[src/rtl/alu_pkg.sv]
// ---------------------------------------------------------------------------
// alu_pkg: shared ALU op encodings, BIST state encoding and LFSR taps. rev 1.0
// ---------------------------------------------------------------------------
`default_nettype none

package alu_pkg;

   localparam logic [1:0] ALU_ADD = 2'b00;
   localparam logic [1:0] ALU_SUB = 2'b01;
   localparam logic [1:0] ALU_AND = 2'b10;
   localparam logic [1:0] ALU_OR  = 2'b11;

   typedef enum logic [1:0] {
      ST_IDLE  = 2'd0,
      ST_DRIVE = 2'd1,
      ST_CHECK = 2'd2,
      ST_DONE  = 2'd3
   } bist_state_t;

   // Fibonacci taps 32,22,2,1 as bit positions 31,21,1,0
   localparam logic [31:0] LFSR_TAPS = 32'h8020_0003;

endpackage

`default_nettype wire

[src/rtl/bist_lfsr.sv]
// ---------------------------------------------------------------------------
// bist_lfsr: 32-bit Fibonacci LFSR, shift left, feedback into bit 0. rev 1.0
// ---------------------------------------------------------------------------
`default_nettype none

module bist_lfsr
   import alu_pkg::*;
#(
   parameter logic [31:0] SEED = 32'hACE1_1234
) (
   input  logic        clk,
   input  logic        reset,
   input  logic        load,
   input  logic        enable,
   output logic [31:0] value
);

   always_ff @(posedge clk) begin
      if (reset || load)
         value <= SEED;
      else if (enable)
         value <= {value[30:0], ^(value & LFSR_TAPS)};
   end

endmodule

`default_nettype wire

[src/rtl/alu_bist.sv]
// ---------------------------------------------------------------------------
// alu_bist: ALU built-in self-test engine; optional ALU_BIST_FIRST_FAIL_EN
// adds first-mismatch capture outputs. rev 1.0
// ---------------------------------------------------------------------------
`default_nettype none

module alu_bist
   import alu_pkg::*;
#(
   parameter int          N           = 8,
   parameter int          NUM_VECTORS = 64,
   parameter logic [31:0] SEED        = 32'hACE1_1234,
   parameter int          FCW         = 16
) (
   input  logic           clk,
   input  logic           reset,
   input  logic           start,
   input  logic [N-1:0]   ALUResult,
   output logic [N-1:0]   SrcA,
   output logic [N-1:0]   SrcB,
   output logic [1:0]     ALUControl,
   output logic           busy,
   output logic           done,
   output logic           pass,
   output logic [FCW-1:0] fail_count
`ifdef ALU_BIST_FIRST_FAIL_EN
   ,
   output logic           first_fail_valid,
   output logic [15:0]    first_fail_index,
   output logic [1:0]     first_fail_op,
   output logic [N-1:0]   first_fail_expected,
   output logic [N-1:0]   first_fail_actual
`endif
);

   bist_state_t state;
   logic [15:0] index;
   logic [31:0] lfsr;
   logic [N-1:0] golden;
   logic start_accept;
   logic mismatch;
   logic last_vector;
   logic unused_lfsr;

   assign start_accept = start && (state == ST_IDLE || state == ST_DONE);
   assign mismatch     = (ALUResult != golden);
   assign last_vector  = (index == 16'(NUM_VECTORS - 1));
   assign unused_lfsr  = ^lfsr;

   bist_lfsr #(.SEED(SEED)) u_lfsr (
      .clk    (clk),
      .reset  (reset),
      .load   (start_accept),
      .enable (state == ST_CHECK),
      .value  (lfsr)
   );

   always_comb begin
      golden = '0;
      case (ALUControl)
         ALU_ADD: golden = SrcA + SrcB;
         ALU_SUB: golden = SrcA - SrcB;
         ALU_AND: golden = SrcA & SrcB;
         ALU_OR:  golden = SrcA | SrcB;
         default: golden = '0;
      endcase
   end

   always_ff @(posedge clk) begin
      if (reset) begin
         state      <= ST_IDLE;
         SrcA       <= '0;
         SrcB       <= '0;
         ALUControl <= ALU_ADD;
         busy       <= 1'b0;
         done       <= 1'b0;
         pass       <= 1'b0;
         fail_count <= '0;
         index      <= '0;
`ifdef ALU_BIST_FIRST_FAIL_EN
         first_fail_valid    <= 1'b0;
         first_fail_index    <= '0;
         first_fail_op       <= '0;
         first_fail_expected <= '0;
         first_fail_actual   <= '0;
`endif
      end else begin
         case (state)
            ST_IDLE, ST_DONE: begin
               if (state == ST_DONE) begin
                  done <= 1'b1;
                  pass <= (fail_count == '0);
               end
               // a new run overrides the DONE outputs set above
               if (start) begin
                  state      <= ST_DRIVE;
                  busy       <= 1'b1;
                  done       <= 1'b0;
                  pass       <= 1'b0;
                  fail_count <= '0;
                  index      <= '0;
`ifdef ALU_BIST_FIRST_FAIL_EN
                  first_fail_valid    <= 1'b0;
                  first_fail_index    <= '0;
                  first_fail_op       <= '0;
                  first_fail_expected <= '0;
                  first_fail_actual   <= '0;
`endif
               end
            end
            ST_DRIVE: begin
               SrcA       <= lfsr[N-1:0];
               SrcB       <= lfsr[16+N-1:16];
               ALUControl <= index[1:0];
               state      <= ST_CHECK;
            end
            ST_CHECK: begin
               if (mismatch && fail_count != '1)
                  fail_count <= fail_count + 1'b1;
`ifdef ALU_BIST_FIRST_FAIL_EN
               if (mismatch && !first_fail_valid) begin
                  first_fail_valid    <= 1'b1;
                  first_fail_index    <= index;
                  first_fail_op       <= ALUControl;
                  first_fail_expected <= golden;
                  first_fail_actual   <= ALUResult;
               end
`endif
               index <= index + 16'd1;
               if (last_vector) begin
                  state <= ST_DONE;
                  busy  <= 1'b0;
               end else begin
                  state <= ST_DRIVE;
               end
            end
            default: state <= ST_IDLE;
         endcase
      end
   end

endmodule

`default_nettype wire

[config.mk]
export PLATFORM = sky130hd
export DESIGN_NAME = alu_bist
export DESIGN_NICKNAME = d
export VERILOG_FILES = /design/src/rtl/alu_pkg.sv /design/src/rtl/bist_lfsr.sv /design/src/rtl/alu_bist.sv
export SDC_FILE = /design/constraint.sdc
export NUM_CORES = 1
export LEC_CHECK = 0
export BUFFER_PORTS_ARGS = -buffer_cell sky130_fd_sc_hd__buf_4
export CAP_MARGIN = 10
export CORE_MARGIN = 5
export CORE_UTILIZATION = 50
export DETAILED_ROUTE_END_ITERATION = 6
export GPL_TIMING_DRIVEN = 0
export PLACE_DENSITY = 0.8
export SLEW_MARGIN = 10
export SYNTH_ARGS = -nofsm -noshare
export SYNTH_HDL_FRONTEND = slang
export SYNTH_SLANG_ARGS = --single-unit
[constraint.sdc]
create_clock -name clk -period 2.8 [get_ports clk]
set_input_delay 0.42 -clock clk [delete_from_list [all_inputs] [get_ports clk]]
set_output_delay 0.42 -clock clk [all_outputs]
set_load 0.02 [all_outputs]
; ---- Word level (Yosys, flattened, before mapping)
; Index checks and enable logic that the tools add are counted.
[classes]
muxes = 15
n_reduce_logical = 15
n_addsub = 4
n_eq_ne = 12
bitwise_logic = 2
[ops]
columns = cell, n
row1 = 16-bit one-hot mux with 2 select lines, 2
row2 = 16-bit by 1-bit adder with 16-bit output (second input constant), 2
row3 = 16-bit two-way mux, 2
row4 = 8-bit one-hot mux with 4 select lines, 1
row5 = 32-bit XOR reduction, 1
row6 = 16-bit by 6-bit == test with 1-bit output (second input constant), 1
row7 = 16-bit logical NOT, 1
row8 = 16-bit inequality test (second input constant), 1
row9 = 8-bit adder, 1
row10 = 8-bit AND, 1
row11 = 2-bit == test (second input constant), 4
row12 = 8-bit inequality test, 1
row13 = 8-bit OR, 1
row14 = 8-bit subtractor, 1
row15 = 1-bit two-way mux, 6
row16 = 2-bit inequality test (second input constant), 3
row17 = 2-bit one-hot mux with 3 select lines, 1
row18 = 3-bit AND reduction, 2
row19 = 2-bit by 1-bit == test with 1-bit output (second input constant), 2
row20 = 2-bit logical NOT, 2
row21 = 2-bit two-way mux, 2
row22 = 2-bit AND reduction, 2
row23 = 2-bit nonzero test, 2
row24 = 1-bit logical AND, 2
row25 = 3 further kinds, 4
[totals]
inputBits = 11
out_inout_bits = 37
elab_cells = 58
register_bits = 87

; ---- Depth between registers and ports, before layout
; Gate-level depths: netlist (run 1).
[depth]
word_depth = 6
depth_mapped = 15
depth_no_buf = 14

; ---- Cells and area by module
; A second synthesis (run 1) with hierarchy kept.
[hier_totals]
cells_unflattened = 503
hier_area_um2 = 4550.6
[by_module_without_submodules]
columns = mod, area_per_inst_um2, seq_area_each_um2, cells_per_inst, n_inst
row1 = alu_bist, 3384.5, 1101.1, 395, 1
row2 = bist_lfsr, 1166.1, 640.6, 108, 1

; ---- Least setup slack after synthesis (run 1)
; No wires, ideal clock.
[synth_timing]
path_type = register to register
from = register SrcB[0]
to = register fail_count[15]
path_stages_with_launch = 14
synth_period_minus_slack_ns = 3.222
setup_slack_ns = -0.422
required_time_ns = 2.668
setup_ns = 0.132
arrival_time_ns = 3.090
cell_sequence = dfxtp_1 > inv_1 > ha_1 > mux2i_1 > fa_1 > a211oi_1 > nor2_1 > o31ai_1 > xnor2_1 > nand4_1 > a2111oi_4 > buf_4 > or3_1 > a21oi_1
[synth_via]
elab_chain_cells = 6
word_cells_on_any_way = 9
cone_classes = 2 x add/sub / 2 x eq/ne / 1 x mux / 2 x bitwise / 2 x reduce/logical
[synth_rtl]
columns = item, line_no
row1 = "start, declared", alu_bist.sv:20  ; output logic [N-1:0] SrcB,
row2 = "start signal, assigned", alu_bist.sv:113  ; SrcB <= lfsr[16+N-1:16];
row3 = "8-bit subtractor, or another cell as far along", alu_bist.sv:62  ; ALU_SUB: golden = SrcA - SrcB;
row4 = 8-bit one-hot mux with 4 select lines (*), alu_bist.sv:60  ; case (ALUControl)
row5 = 8-bit inequality test (*), alu_bist.sv:46  ; assign mismatch = (ALUResult != golden);
row6 = 1-bit logical AND (*), alu_bist.sv:118  ; if (mismatch && fail_count != '1)
row7 = 2-bit inequality test (no line) (*), n/a
row8 = 3-bit AND reduction (no line) (*), n/a
row9 = "end signal, assigned", alu_bist.sv:119  ; fail_count <= fail_count + 1'b1;
row10 = "end, declared", alu_bist.sv:25  ; output logic [FCW-1:0] fail_count
; Mark *: on every way between the ends. The rest lies on a longest branch, timed or not.
; A chain may end at the register's enable or synchronous reset.

; ---- Worst setup path in the final report (run 1)
[layout_timing]
from = register SrcB[0]
to = register fail_count[4]
; Same word-level chain as after synthesis.

==> results.json, run 1 <==
{
  "cp-end-kind": "flop",
  "postLayoutCellArea_sq_um": 5510,
  "port_buffers": 47,
  "die_height_microns": 105,
  "route.detailed.vias_per_inst": 5.66,
  "final.period_utilization_pct": 116,
  "grt_antenna_before_repair": 0,
  "mux_contribution_to_synthesized_area_pct": 11.2,
  "power_w": 0.00461,
  "finalWorstPathRequiredPeriod_ps": 3240,
  "wire_length_of_the_first_global_routing_pass_microns": 18400,
  "filler_free_cell_count_of_the_finished_design": 701,
  "detail_route.wl_per_cell_microns": 15.9,
  "post-place-ws_ps": -512,
  "area_growth_pct": 23.3,
  "synth_cell_count_leaders": "dfxtp_1 (87), nor2_1 (75), mux2i_1 (50)",
  "slew_limit_fails": 0,
  "io-pin-count": 48,
  "dp_hpwl_microns": 7640,
  "class_of_the_worst_hold_path": "primary input to flop",
  "power-per-cell-area_nw_per_um2": 837,
  "cts_max_path_bufs": 2,
  "fp-row-count": 34,
  "yosys.cell_types.count": 55,
  "dr.pass1.iters": 5,
  "netlist_area_sq_um": 4470,
  "cellLeakagePower_nw": 2.11,
  "synth-xor-area-share_pct": 6.27,
  "tritoncts": "yes",
  "syn_inst": 507,
  "maxSlewHeadroom_pct": 47.4,
  "pin_count_of_the_biggest_net_entering_global_routing": 19,
  "drt_iter0_markers": 189,
  "n_fill_cell": 708,
  "initial_core_util_pct": 51.2,
  "finalHoldViolations": 0,
  "cts.reportedPaths.clkPinSlew_ps": 100,
  "globalplace.congestion": 0.816,
  "numCtsBuffers": 9,
  "detail-route-antenna-nets": 0,
  "drt_wl_total_microns": 11100,
  "share_seq_of_total_power_pct": 32.5,
  "root_buffer": "clkbuf_8",
  "post_synth_fa_ha_maj_area_fraction_pct": 5.85,
  "p_sw_share_pct": 40.9,
  "antennaDiodeCount": 0,
  "groute.layer.met1.usage_pct": 24.6,
  "yosysTopAreaCell": "dfxtp_1",
  "postLayoutSetupSlackWorst_ps": -442,
  "startpoint_type": "flop",
  "groute.layer.met3.usage_pct": 5.12,
  "compound_gate_portion_of_the_synthesized_area_pct": 11.9,
  "worst_ir_drop_vdd_mv": 0.364,
  "final-setup-viol-count": 18,
  "timing.critical_path.required_ps": 3120,
  "pwr-share-comb_pct": 49.0,
  "net-switching-power_w": 0.00189,
  "fin_worst_skew_ps": 11.9,
  "gr-usage-all-layers_pct": 20.2,
  "gr-usage-met2_pct": 34.2,
  "power.clock.fraction_pct": 18.5,
  "synth_top_family_by_area": "simple AND/OR/NAND/NOR gates",
  "chipWidth_microns": 105,
  "numClockSinks": 87,
  "clkLatencyLatePin_ps": 370,
  "p_int_w": 0.00272,
  "yosys_warnings": 0,
  "reg2reg_slack_ps": -440,
  "ys.flop_type": "dfxtp_1",
  "vias_in_the_first_global_route": 3959,
  "place_area_sq_um": 4990,
  "ys_seq_area_share_pct": 39.0,
  "netlist_top_cells_area": "dfxtp_1 (39%), mux2i_1 (11%), nor2_1 (6.3%)",
  "num-nets-final": 616,
  "cts_htree_levels": 3,
  "rsz0062_at_grt": "true",
  "synthArstFlopShare_pct": 0,
  "yosys.cell_count.top_type": "dfxtp_1",
  "run_status": "finished, violations left",
  "drv.max_cap_violation_count": 0,
  "cp.arrival_ps": 3560,
  "postSynthAreaPerCell_sq_um": 8.81,
  "fmax_achieved_mhz": 308,
  "synth-simple-area-share_pct": 21.5,
  "failed_checks": "negative setup slack",
  "yosys_register_bits": 87,
  "vias": 3968,
  "crit_type": "flop to flop",
  "grt.busiest_layer": "met2",
  "syn-num-nets": 535,
  "path_max_fanout": 7,
  "drc": 0,
  "synth_top_area_share_pct": 39.0,
  "design.core.area_sq_um": 8720,
  "post_route_cells_drive_above_1_share_pct": 22.8,
  "worst-slew-pin-transition_ps": 789,
  "placed_cells_incl_taps": 662,
  "globalRoute.totalOverflow": 0,
  "design.die.area_sq_um": 10900,
  "synth_edf_count": 0
}
[path summary, 6_finish.rpt]
kind	end	from	cells past startpoint
setup / recovery	fail_count[4]	SrcB[0]	17
hold / removal	u_lfsr.value[26]	start	3
setup reg to reg	fail_count[4]	SrcB[0]	17
hold reg to reg	u_lfsr.value[26]	u_lfsr.value[26]	2
[placed cells by master, fill, tap and decap left out, types with 3 or more instances in the layout]
master / n
nand3_1: 12
maj3_1: 3
buf_1: 5
or4_1: 3
o211ai_1: 3
nand2_1: 39
ha_1: 14
buf_4: 62
nor2_1: 73
o21ai_1: 13
nand4_1: 17
buf_6: 12
clkbuf_8: 9
inv_1: 12
mux2i_1: 49
a21oi_2: 4
and3_1: 7
xnor2_1: 16
nor3_1: 3
a21oi_1: 22
clkbuf_1: 16
dfxtp_4: 3
nand2b_1: 6
dfxtp_1: 82
or3_1: 13
o21ai_0: 6
xor2_1: 15
inv_8: 3
nor4_1: 6
[through the flow]
| stage | util, % | TNS, ps | hold WS (ps) |
|---|---|---|---|
| floorplan | - | -2640 | 441 |
| global placement | 57.2 | -6630 | 455 |
| detailed placement | 57.2 | -7660 | 463 |
| CTS | 62.2 | -6040 | 345 |
| global route | 63.2 | -9580 | 373 |
| finish | 63.2 | -6400 | 359 |
[layout make-up]
class / instances / area [sq um] / area share, %
Clock inverter: 7 / 68.8 / 1.25
Tap cell: 108 / 135 / 2.45
Timing Repair Buffer: 71 / 573 / 10.4
Clock buffer: 9 / 124 / 2.25
Inverter: 14 / 55.1 / 1.00
Buffer: 27 / 136 / 2.48
Sequential cell: 87 / 1760 / 31.9
Multi-Input combinational cell: 378 / 2660 / 48.3
[worst max-delay path: stages (launching register included)]
cell       delay, ps
dfxtp_4          400
inv_4             50
ha_4             150
nor3b_4          140
nor2_1           130
xnor2_1           90
ha_1             360
o211ai_2         120
a21oi_4           70
o41ai_4          350
xnor2_1          140
o211ai_2         220
a2111oi_4        100
buf_6            160
buf_6            110
buf_6            110
or4_4            410
nand2_2           60
[power by group through the flow]
stage,registers [W],clock network (W),logic [W]
global placement,0.00152,0,0.00190
finish,0.00150,0.000854,0.00226
detailed placement,0.00153,0,0.00196
floorplan,0.00154,0,0.00152
CTS,0.00149,0.000871,0.00216
global route,0.00152,0.000926,0.00245
[kinds of logic after synthesis]
kind of cell | Yosys count
xor+xnor | 32
flops | 87
compound gates | 77
buf+inv | 42
fa+ha+maj | 21
mux | 50
simple gates | 198
[per-layer routing]
metal | part of all wire [%] | up-vias
met3 | 5.1 | 18
li1 | - | 1944
met2 | 50 | 99
met5 | 0 | -
met1 | 43 | 1907
met4 | 1.7 | 0
[what timing repair did]
item	CTS	global route
resized for setup	28	17
gates cloned	3	0
hold buffers	0	0
buffers inserted	18	3
endpoints found under the setup margin	18	21
pin swaps	28	23
[state kept, by name, summed over array words and instances, names as in the netlist]
name and flops:
done 1, u_lfsr.value 32, ALUControl 2, SrcB 8
busy 1, SrcA 8, fail_count 16, index 16
pass 1, state 2
(Power assumes the default switching activity.)
==> inputs of run 2 (changes only) <==
- PLACE_DENSITY: 0.8 -> 0.78
- REMOVE_ABC_BUFFERS: default -> 1
- clock period: 2.8 -> 3.5 ns (I/O delays scaled with it)
==> results.json, run 2 (synthesis gave the netlist of run 1 again) <==
{
  "largest_register": "u_lfsr.value",
  "pin_count_of_the_biggest_net_entering_global_routing": 30,
  "critPathCapture": "fail_count[12]",
  "route.detailed.vias_per_inst": 5.61,
  "dr.pass1.iters": 4,
  "class_of_the_worst_hold_path": "flop to flop",
  "worst_ir_drop_vdd_mv": 0.366,
  "die_height_microns": 105,
  "worst_r2r_path_depth": 17,
  "globalplace.congestion": 0.871,
  "fmax_achieved_mhz": 298,
  "drt_iter0_markers": 164,
  "vias": 3750,
  "crit-reg2reg-launch": "SrcB[1]",
  "reg2reg_slack_ps": 140,
  "cts-hold-fix-buffers": 0,
  "port_buffers": 47,
  "detailroute.wirelength.met2_microns": 4640,
  "final.period_utilization_pct": 95.9,
  "detail-route-antenna-nets": 0,
  "timing.critical_path.cells": "inv_4 > ha_4 > nor3b_4 > buf_4 > a21oi_1 > xnor2_1 > ha_1 > o21ai_0 > nand2b_1 > o41ai_4 > or3_1 > nand3_2 > a2111oi_4 > clkbuf_16 > buf_12 > or4_4 > a21oi_2",
  "cellLeakagePower_nw": 2.01,
  "reg2reg_to": "fail_count[12]",
  "most_common_cell_after_layout_fill_and_taps_aside": "dfxtp_1",
  "numClockSinks": 87,
  "vias_in_the_first_global_route": 3539,
  "route.top_layer_used": "met4",
  "timing.critical_path.required_ps": 3790,
  "detail_route.wl_per_cell_microns": 14.3,
  "antennaDiodeCount": 0,
  "post_route_cells_drive_above_1_share_pct": 20.9,
  "place_area_sq_um": 4850,
  "drv.max_cap_violation_count": 0,
  "postLayoutSetupSlackWorst_ps": 143,
  "crit_type": "flop to flop",
  "cts.reportedPaths.clkPinSlew_ps": 100,
  "wire_length_of_the_first_global_routing_pass_microns": 16300,
  "run_status": "finished clean",
  "chipWidth_microns": 105,
  "post-place-ws_ps": -607,
  "slew_limit_fails": 0,
  "cpPeakStageDelay_ps": 480,
  "startpoint_type": "flop",
  "critical_path.slowest_cell": "or4_4",
  "initial_core_util_pct": 51.2,
  "final_cell_mix": "dfxtp_1 (83), nor2_1 (74), buf_4 (61)",
  "finalHoldViolations": 0,
  "root_buffer": "clkbuf_8",
  "gr-usage-all-layers_pct": 17.2,
  "cp-end-kind": "flop",
  "maxSlewHeadroom_pct": 24.7,
  "largest_register_ffs": 32,
  "tritoncts": "yes",
  "dp_hpwl_microns": 6520,
  "clkLatencyLatePin_ps": 350,
  "design.core.area_sq_um": 8720,
  "design.die.area_sq_um": 10900,
  "numCtsBuffers": 9,
  "globalRoute.totalOverflow": 0,
  "postLayoutCellArea_sq_um": 5320,
  "largestRegisters": "u_lfsr.value x32, fail_count x16, index x16",
  "num-nets-final": 583,
  "grt_antenna_before_repair": 0,
  "cts_max_path_bufs": 2,
  "worst-slew-pin-transition_ps": 1130,
  "area_growth_pct": 19.0,
  "fin_worst_skew_ps": 12.4,
  "cts_htree_levels": 3,
  "finalWorstPathRequiredPeriod_ps": 3360,
  "power_w": 0.00358,
  "met1Wirelength_microns": 4410,
  "cp.arrival_ps": 3650,
  "drt_wl_total_microns": 9530,
  "critPathLaunch": "SrcB[1]",
  "metal3_wl_microns": 340,
  "io-pin-count": 48,
  "path_max_fanout": 16,
  "power-per-cell-area_nw_per_um2": 673,
  "drc": 0,
  "final-setup-viol-count": 0,
  "fp-row-count": 34
}
==> run 2: stage by stage <==
step | cells | TNS [ps] | util [%] | hold WS [ps]
5_1_grt | 668 | -303 | 60.9 | 504
2_1_floorplan | 479 | -2870 | - | 441
3_3_place_gp | 634 | -15960 | 55.2 | 458
3_5_place_dp | 636 | -8500 | 55.6 | 458
6_report | 668 | 0 | 60.9 | 479
4_1_cts | 657 | 0 | 58.8 | 481
==> run 2: report_power, final <==
group          total (W)  switching (W)  internal, W
Sequential       0.00119       0.000100      0.00109
Combinational    0.00173       0.000946     0.000781
Clock           0.000661       0.000373     0.000288
==> run 2: final cells by class <==
type | instances | area, sq um
fill | 702 | 3410
tap | 108 | 135
clock buffer | 10 | 138
sequential | 87 | 1760
inverter | 14 | 57.6
clock inverter | 6 | 50.0
timing repair buffer | 65 | 543
multi-input combinational | 378 | 2640
==> run 2: worst min-delay path by stage <==
stage / startpoint / endpoint / slack [ps] / cells past startpoint
2_1_floorplan: u_lfsr.value[12] / u_lfsr.value[12] / 440 / 2
3_3_place_gp: u_lfsr.value[29] / u_lfsr.value[29] / 460 / 2
3_5_place_dp: u_lfsr.value[11] / u_lfsr.value[12] / 460 / 2
4_1_cts: u_lfsr.value[30] / u_lfsr.value[31] / 480 / 2
5_1_grt: u_lfsr.value[11] / u_lfsr.value[12] / 500 / 2
6_report: u_lfsr.value[11] / u_lfsr.value[12] / 480 / 2
==> run 2: critical path, delay by kind of cell, from the launching register on <==
kind	cells	cell delay (ps)
AND/OR/NAND/NOR	5	1290
buffers and inverters	4	520
AO/OA/AOI/OAI	5	510
adder cells (fa/ha/maj)	2	470
flip-flops	1	370
XOR/XNOR	1	140
==> run 2: per-layer routing <==
layer	global-route usage [%]	vias to the layer above
met5	0	-
li1	-	1885
met4	5.18	0
met3	3.39	16
met1	22.1	1782
met2	29.3	67
==> run 2: what timing repair did <==
action,in CTS,in global routing
setup buffers,5,11
gates resized for setup,11,27
pin swaps,5,15
setup endpoints to repair,16,11
